[src/rtl/axis_rom_rr_arbiter.sv]
// Round-robin sharing of one fixed-latency ROM read port between NUM AXI-stream requesters.
// Define AXIS_ROM_ARB_PKT_LOCK_EN to hold the grant on one requester until its tlast beat.
module axis_rom_rr_arbiter #(
  parameter int NUM    = 2,
  parameter int ASIZE  = 16,
  parameter int DSIZE  = 32,
  parameter int RLAT   = 2,
  parameter int FDEPTH = 4
) (
  input  logic                   clock,
  input  logic                   rst,
  input  logic [NUM*ASIZE-1:0]   req_addr,
  input  logic [NUM-1:0]         req_valid,
  input  logic [NUM-1:0]         req_last,
  output logic [NUM-1:0]         req_ready,
  output logic [ASIZE-1:0]       rom_addr,
  output logic                   rom_en,
  input  logic [DSIZE-1:0]       rom_dout,
  output logic [NUM*DSIZE-1:0]   rsp_data,
  output logic [NUM-1:0]         rsp_valid,
  output logic [NUM-1:0]         rsp_last,
  input  logic [NUM-1:0]         rsp_ready
);
  localparam int IW = $clog2(NUM);
  localparam int AW = $clog2(FDEPTH);
  localparam int CW = $clog2(FDEPTH + 1);

  logic [IW-1:0]    ptr;
  logic [NUM-1:0]   elig;
  logic [NUM-1:0]   grant;
  logic [NUM-1:0]   rsp_hs;
  logic [IW-1:0]    gidx;
  logic             acc;
  logic             acc_last;
  logic [ASIZE-1:0] acc_addr;

  logic [RLAT:0]    tag_vld_p;
  logic [RLAT:0]    tag_last_p;
  logic [IW-1:0]    tag_idx_p [RLAT+1];
  logic             ret_vld;
  logic [IW-1:0]    ret_idx;

`ifdef AXIS_ROM_ARB_PKT_LOCK_EN
  logic             lock;
  logic [IW-1:0]    lock_idx;
`endif

  function automatic logic [IW-1:0] rr_idx(input logic [IW-1:0] p, input int k);
    int s;
    s = int'(p) + k;
    if (s >= NUM) s = s - NUM;
    return IW'(s);
  endfunction

  function automatic logic [CW-1:0] next_credit(input logic [CW-1:0] c, input logic dec,
                                                input logic inc);
    logic [CW-1:0] n;
    n = c;
    if (dec && !inc && c != '0) n = c - 1'b1;
    else if (inc && !dec && c != CW'(FDEPTH)) n = c + 1'b1;
    return n;
  endfunction

  // Stage p0: combinational grant, searched from ptr with wrap; later offsets are overridden.
  always_comb begin
    grant = '0;
    gidx  = '0;
    if (!rst) begin
`ifdef AXIS_ROM_ARB_PKT_LOCK_EN
      if (lock) begin
        grant[lock_idx] = elig[lock_idx];
        gidx            = lock_idx;
      end else begin
`endif
        for (int k = NUM - 1; k >= 0; k--) begin
          if (elig[rr_idx(ptr, k)]) begin
            grant                = '0;
            grant[rr_idx(ptr, k)] = 1'b1;
            gidx                 = rr_idx(ptr, k);
          end
        end
`ifdef AXIS_ROM_ARB_PKT_LOCK_EN
      end
`endif
    end
  end

  assign req_ready = grant;
  assign acc       = |grant;
  assign acc_addr  = req_addr[gidx*ASIZE +: ASIZE];
  assign acc_last  = req_last[gidx];

  always_ff @(posedge clock or posedge rst) begin
    if (rst) begin
      ptr       <= '0;
      rom_addr  <= '0;
      tag_vld_p <= '0;
`ifdef AXIS_ROM_ARB_PKT_LOCK_EN
      lock      <= 1'b0;
      lock_idx  <= '0;
`endif
    end else begin
      tag_vld_p <= {tag_vld_p[RLAT-1:0], acc};
      if (acc) begin
        rom_addr <= acc_addr;
        ptr      <= rr_idx(gidx, 1);
`ifdef AXIS_ROM_ARB_PKT_LOCK_EN
        lock     <= !acc_last;
        lock_idx <= gidx;
`endif
      end
    end
  end

  // Stage p1..p(RLAT): tag travels with the ROM read so returning data finds its FIFO.
  always_ff @(posedge clock) begin
    tag_last_p   <= {tag_last_p[RLAT-1:0], acc_last};
    tag_idx_p[0] <= gidx;
    for (int s = 1; s <= RLAT; s++) tag_idx_p[s] <= tag_idx_p[s-1];
  end

  assign rom_en  = tag_vld_p[0];
  assign ret_vld = tag_vld_p[RLAT];
  assign ret_idx = tag_idx_p[RLAT];

  for (genvar i = 0; i < NUM; i++) begin : g_req
    logic [DSIZE:0]  mem [FDEPTH];
    logic [AW-1:0]   wr_ptr;
    logic [AW-1:0]   rd_ptr;
    logic [CW-1:0]   cnt;
    logic [CW-1:0]   credit;
    logic            wr;

    assign wr        = ret_vld && (ret_idx == IW'(i));
    assign elig[i]   = req_valid[i] && (credit != '0);
    assign rsp_valid[i] = (cnt != '0);
    assign rsp_hs[i] = rsp_valid[i] && rsp_ready[i];
    assign rsp_data[i*DSIZE +: DSIZE] = rsp_valid[i] ? mem[rd_ptr][DSIZE:1] : '0;
    assign rsp_last[i] = rsp_valid[i] && mem[rd_ptr][0];

    always_ff @(posedge clock or posedge rst) begin
      if (rst) begin
        wr_ptr <= '0;
        rd_ptr <= '0;
        cnt    <= '0;
        credit <= CW'(FDEPTH);
      end else begin
        if (wr) wr_ptr <= wr_ptr + 1'b1;
        if (rsp_hs[i]) rd_ptr <= rd_ptr + 1'b1;
        if (wr && !rsp_hs[i]) cnt <= cnt + 1'b1;
        else if (!wr && rsp_hs[i]) cnt <= cnt - 1'b1;
        credit <= next_credit(credit, grant[i], rsp_hs[i]);
      end
    end

    // Stage p(RLAT+1): returning word lands in the FIFO; credit guarantees a free slot.
    always_ff @(posedge clock) begin
      if (wr) mem[wr_ptr] <= {rom_dout, tag_last_p[RLAT]};
    end

    a_no_overflow: assert property (@(posedge clock) disable iff (rst)
                                    !(wr && cnt == CW'(FDEPTH)))
      else $error("response FIFO %0d written while full", i);
  end
endmodule
[config.mk]
export PLATFORM = sky130hd
export DESIGN_NAME = axis_rom_rr_arbiter
export DESIGN_NICKNAME = d
export VERILOG_FILES = /design/src/rtl/axis_rom_rr_arbiter.sv
export SDC_FILE = /design/constraint.sdc
export NUM_CORES = 1
export LEC_CHECK = 0
export CAP_MARGIN = 15
export CELL_PAD_IN_SITES_DETAIL_PLACEMENT = 0
export CELL_PAD_IN_SITES_GLOBAL_PLACEMENT = 1
export CORE_ASPECT_RATIO = 2
export CORE_UTILIZATION = 47
export DETAILED_ROUTE_END_ITERATION = 8
export GPL_ROUTABILITY_DRIVEN = 0
export PLACE_DENSITY = 0.9
export SYNTH_ARGS = -nofsm -noshare
export SYNTH_HDL_FRONTEND = slang
export SYNTH_SLANG_ARGS = --single-unit
export TNS_END_PERCENT = 100
[constraint.sdc]
create_clock -name clock -period 5.4 [get_ports clock]
set_clock_uncertainty 0.2 [all_clocks]
set_input_delay 1.62 -clock clock [delete_from_list [all_inputs] [get_ports clock]]
set_output_delay 1.62 -clock clock [all_outputs]
set_load 0.05 [all_outputs]
Yosys cells after proc, flatten, opt, wreduce, memory -nomap -nowiden. Memories as Yosys holds them, arrays and structs flattened. Cells that the tools add are included. W data, S select, Z words.

Memories kept: 3. Register bits after elaboration: 43. RAM bits: 267. Input port bits: 72. Output and inout bits: 87. Logic and storage cells: 122.

Memory list: g_req[0].mem (depth 4, bits a word 33, rd ports 1, clocked after Yosys merged registers in 0, wr ports 1, RTL line 127) `logic [DSIZE:0] mem [FDEPTH];`; g_req[1].mem (depth 4, bits a word 33, rd ports 1, clocked after Yosys merged registers in 0, wr ports 1, RTL line 127); tag_idx_p (depth 3, bits a word 1, rd ports 3, clocked after Yosys merged registers in 0, wr ports 3, RTL line 39) `logic [IW-1:0] tag_idx_p [RLAT+1];`.

$lt $le $gt $ge: 10. Reductions and logical operators: 37. Equal/unequal tests: 2. Shift-type cells: 1. Mux-type cells: 39. Bitwise gates (word level): 1. Add/sub/neg operators: 17.

Operators by type and width (count): $mux W32 (2); $shiftx A32 B6 Y16 (1); $mux W1 (24); $mux W3 (8); $logic_and A1 B1 Y1 (22); $add A3 B1 Y3 const B (4); $reduce_bool A3 Y1 (4); $sub A3 B1 Y3 const B (4); $lt A1 B2 Y1 const B (5); $add A2 B1 Y2 const B (4); $reduce_bool A2 Y1 (4); $logic_not A1 Y1 (6); $mux W2 (3); $ne A3 B3 Y1 const B (2); $add A1 B1 Y2 const B (2); $ge A2 B2 Y1 const B (2); $sub A1 B1 Y1 const B (3); $demux W1 S1 (2); $ge A1 B1 Y1 const B (2); $ge A1 B2 Y1 const B (1); $reduce_or A2 Y1 (1); $not A1 Y1 (1).

Longest topological paths before layout. Gate-level depths: netlist (run 1).

Depth in word-level cells: 20. Depth in mapped cells: 9.

Worst setup path after synthesis (run 1). Ideal clock, no wire load.

Path kind: input to output. Start point: input port rst. End point: output port req_ready[0]. Path slack: 0.275 ns. Data required time: 3.580 ns. Cell stages on the path: 4. Data arrival time: 3.305 ns. Path buffers: 2. Cell sequence: inv_1 > o211a_1 > buf_2 > buf_2.

Word-level cells in the longest chain between the ends: 1.

RTL lines: start: declaration (RTL line 11) `input logic rst,`; $mux W2 (RTL line 68) `if (!rst) begin`; end: declaration (RTL line 15) `output logic [NUM-1:0] req_ready,`.

No other way between the ends.

Worst setup path in the final report (run 1).
Start point: register g_req[1].rd_ptr[0]. End point: output port rsp_data[42].

Word-level cells in the longest chain between the ends: 2.

RTL lines: start: declaration (RTL line 129) `logic [AW-1:0] rd_ptr;`; start signal: assignment (RTL line 149) `if (rsp_hs[i]) rd_ptr <= rd_ptr + 1'b1;`; $mem_v2 Z4 W33; $mux W32 (RTL line 138) `assign rsp_data[i*DSIZE +: DSIZE] = rsp_valid[i] ? mem[rd_ptr][DSIZE:1] : '0;`; end: declaration (RTL line 19) `output logic [NUM*DSIZE-1:0] rsp_data,`.

No other way between the ends.

==> results of run 1 <==
-- per-layer routing --
metal | share of wire (%) | track usage [%] | vias to the layer above
met4 | 2.5 | 6.851 | 2
met2 | 58 | 37.78 | 236
met3 | 6.4 | 3.637 | 35
met5 | 0.044 | 0 | -
li1 | - | - | 2754
met1 | 33 | 20.68 | 3158
-- cells by family after synthesis --
logic type | after synthesis
xor gates and xnor gates | 15
muxes | 77
DFF | 310
adders and majority gates | 14
buffers and inverters | 47
AOI/OAI and AO/OA | 36
and+or+nand+nor | 119
-- worst register-to-register path, stage by stage, from the launching register on --
cell and delay, ns:
dfrtp_1 0.45, o31a_1 0.36, a211oi_4 0.34, buf_4 0.36
nand2_1 0.11, fa_1 0.42, or3_1 0.38, mux4_2 0.46
-- cell type report --
cell class | instances | area [µm²] | area share (%)
diodes | 1 | 2.502 | 0.01667
clock buffers | 31 | 668.1 | 4.450
clock inverters | 12 | 107.6 | 0.7167
inverters | 15 | 56.30 | 0.3750
multi-input cells | 261 | 2972 | 19.79
flip-flops and latches | 310 | 9056 | 60.32
well taps | 340 | 425.4 | 2.833
repair buffers | 173 | 1727 | 11.50
-- cells in the final DEF (no fill, tap or decap), types with 5 or more instances in the layout --
master	netlist	layout
edfxtp_1	264	264
clkdlybuf4s50_1	0	156
nor2b_1	78	78
mux4_2	67	67
dfrtp_1	38	34
clkbuf_16	0	25
inv_1	15	15
buf_4	1	14
nor2_1	13	13
a221o_1	11	11
ha_1	10	10
nand2_1	9	9
xnor2_1	8	8
a21oi_1	7	7
xor2_1	7	7
dfxtp_1	6	6
mux2_2	5	5
mux2i_1	5	5
clkinv_2	0	5
-- final timing paths --
check | endpoint | startpoint | slack, ns | depth (start not counted)
worst max-delay path | rsp_data[42] | g_req[1].rd_ptr[0] | 0.52 | 4
worst min-delay path | tag_last_p[2] | tag_last_p[1] | 0.13 | 0
worst max register to register | g_req[1].credit[2] | g_req[0].credit[1] | 2.25 | 7
worst min register to register | tag_last_p[2] | tag_last_p[1] | 0.13 | 0
max in group asynchronous | g_req[0].rd_ptr[0] | rst | 3.13 | 3
min in group asynchronous | rom_addr[15] | rst | 1.47 | 3
-- registers in the layout, summed over array words and instances, names as in the netlist --
name and flops:
g_req.wr_ptr 4, g_req.rd_ptr 4, tag_idx_p 3, g_req.cnt 6
ptr 1, g_req.credit 6, g_req.mem 264, tag_vld_p 3
tag_last_p 3, rom_addr 16
-- power groups by stage --
stage	Combinational, mW	Clock [mW]	Sequential (mW)
detailed placement	4.08	0	3.32
floorplan	2.73	0	3.28
global route	4.25	1.87	3.31
CTS	4.10	1.79	3.27
finish	4.04	1.75	3.26
global placement	4.04	0	3.30
-- per-stage QoR --
| stage | power, mW | worst slack, ns | hold WS (ns) | cells | utilization (%) |
|---|---|---|---|---|---|
| CTS | 9.161 | 0.4398 | 0.1304 | 1142 | 58.76 |
| finish | 9.058 | 0.5221 | 0.1261 | 1143 | 58.77 |
| global route | 9.432 | 0.3807 | 0.1336 | 1142 | 58.76 |
| detailed placement | 7.400 | 0.7891 | 0.1128 | 1099 | 55.73 |
| global placement | 7.343 | 0.8451 | 0.1107 | 1099 | 55.73 |
| floorplan | 6.010 | 0.2746 | 0.1096 | 618 | - |
-- cell usage after synthesis, drive strengths merged --
library cell / count
dfrtp: 38
nand2: 9
o21ai: 3
nand4: 1
or4: 1
buf: 17
clkbuf: 15
nor3: 3
and2: 5
a211oi: 2
nor2b: 78
dfxtp: 6
a221o: 11
o21bai: 1
a2111o: 1
o211ai: 1
a221oi: 1
mux2i: 5
and3: 6
xor2: 7
o311a: 1
edfxtp: 264
dfstp: 2
inv: 15
o2111ai: 1
nor2: 13
o31ai: 4
mux4: 67
xnor2: 8
or3: 1
nor3b: 1
fa: 4
a21oi: 7
ha: 10
mux2: 5
o2bb2ai: 1
o31a: 1
o211a: 1
and3b: 1
==> flow_summary.yaml, run 1 <==
status:
  outcome: "finished, final reports clean"
synth:
  synthAdderAreaFrac_pct: 1.681
  synthSimpleGateAreaFrac_pct: 5.657
  postSynthAreaPerCell_um2: 19.76
  syn_inst: 618
  synthXorXnorAreaFrac_pct: 1.076
  syn_nets: 704
  synthDistinctLibCells: 43
  seq_area_frac_synth_pct: 74.13
  synth_top_cell_area_share_pct: 64.93
  ys_seq_elements: 310
  netlist_area_um2: 12210
  synth.area.mux_share_pct: 13.23
  synth_area_leaders: "edfxtp_1 (65%), mux4_2 (12%), dfrtp_1 (7.8%)"
  yosysWarnings: 0
  yosys.area.top_type: "edfxtp_1"
  synth_compound_area_share_pct: 2.531
  synth_top_family_by_area: "multiplexers"
floorplanning:
  start_util_pct: 47.79
  chipHeight_um: 229.9
  die_area_um2: 26660
  die_x_um: 116.0
  io_pins: 159
  rows: 83
  core-area_um2: 25550
finish:
  fin_nets: 872
  drive_gt1_share_pct: 17.83
  final.fill_count: 1865
  fin_area_um2: 15010
  syn_to_final_growth_pct: 22.98
sta:
  tightestPinTransition_ns: 1.049
  rsz0062_at_grt: "no"
  finalCritPeriodShare_pct: 90.33
  slew_headroom_pct: 30.09
  finalMaxSlewViolations: 0
  fin_crit_ns: 4.878
  final_hold_viol_count: 0
  fmax_mhz: 205.0
  tns_ns: 0
  finalSetupViolations: 0
clock_network:
  clock_latency_ns: 0.53
  postCtsSetupRepairBufs: 0
  cts_tree: "done"
  cts_sinks: 310
  cts_buffer_depth: 3
  hold_buffers: 0
  htree_num_levels: 1
  cts_made_buffers: 25
  clk_transition_reported_paths_ns: 0.06
  root_buffer: "clkbuf_16"
  post_cts_resized: 0
global_routing:
  overflow: 0
  grt_max_degree: 41
  grt_pass1_wl_mm: 38.22
  grt_use_total_pct: 19.66
  grt_antenna_before_repair: 2
  grt_pass1_vias: 6754
setup_path:
  cp.required_ns: 3.58
  arrival_ns: 3.06
  end_kind: "output pin"
  cp_slowest_stage_delay_ns: 0.81
  crit_family: "buffers and inverters"
  crit_buf_inv: 2
  worstPathMaxFanout: 19
  startpoint_type: "flop"
  worst-setup-path-type: "flop to output pin"
  path_cells: "buf_4 -> mux4_2 -> nor2b_1 -> clkdlybuf4s50_1"
  critPathSlowestCell: "dfrtp_2"
power:
  seq_power_share_pct: 36.0
  switching_power_mw: 3.554
  swShare_pct: 39.24
  p_int_mw: 5.504
  leakage_nw: 5.063
  p_per_area_nw_per_um2: 603.3
  power_frac_comb_pct: 44.6
  pwr-share-clk_pct: 19.4
  peakVddDrop_mv: 0.3161
route:
  first_pass_iters: 4
  drc: 0
  wire_per_inst_um: 21.63
  drt_iter0_drc: 294
  avgViaCountPerCell: 5.411
  wl_mm: 24.72
  ant_nets: 0
  vias: 6185
min_path:
  hp-class: "flop to flop"
place:
  dpl-instance-area_um2: 14240
  numPortBuffers: 158
  hpwl_mm: 15.45
run:
  cap_violations: 0
Power figures use the tool's default switching activity.
==> run 2: changes to the inputs <==
Settings changed: CAP_MARGIN 15 to unset.
==> results of run 2 <==
No change in the layout: final DEF, timing and power equal those of run 1.
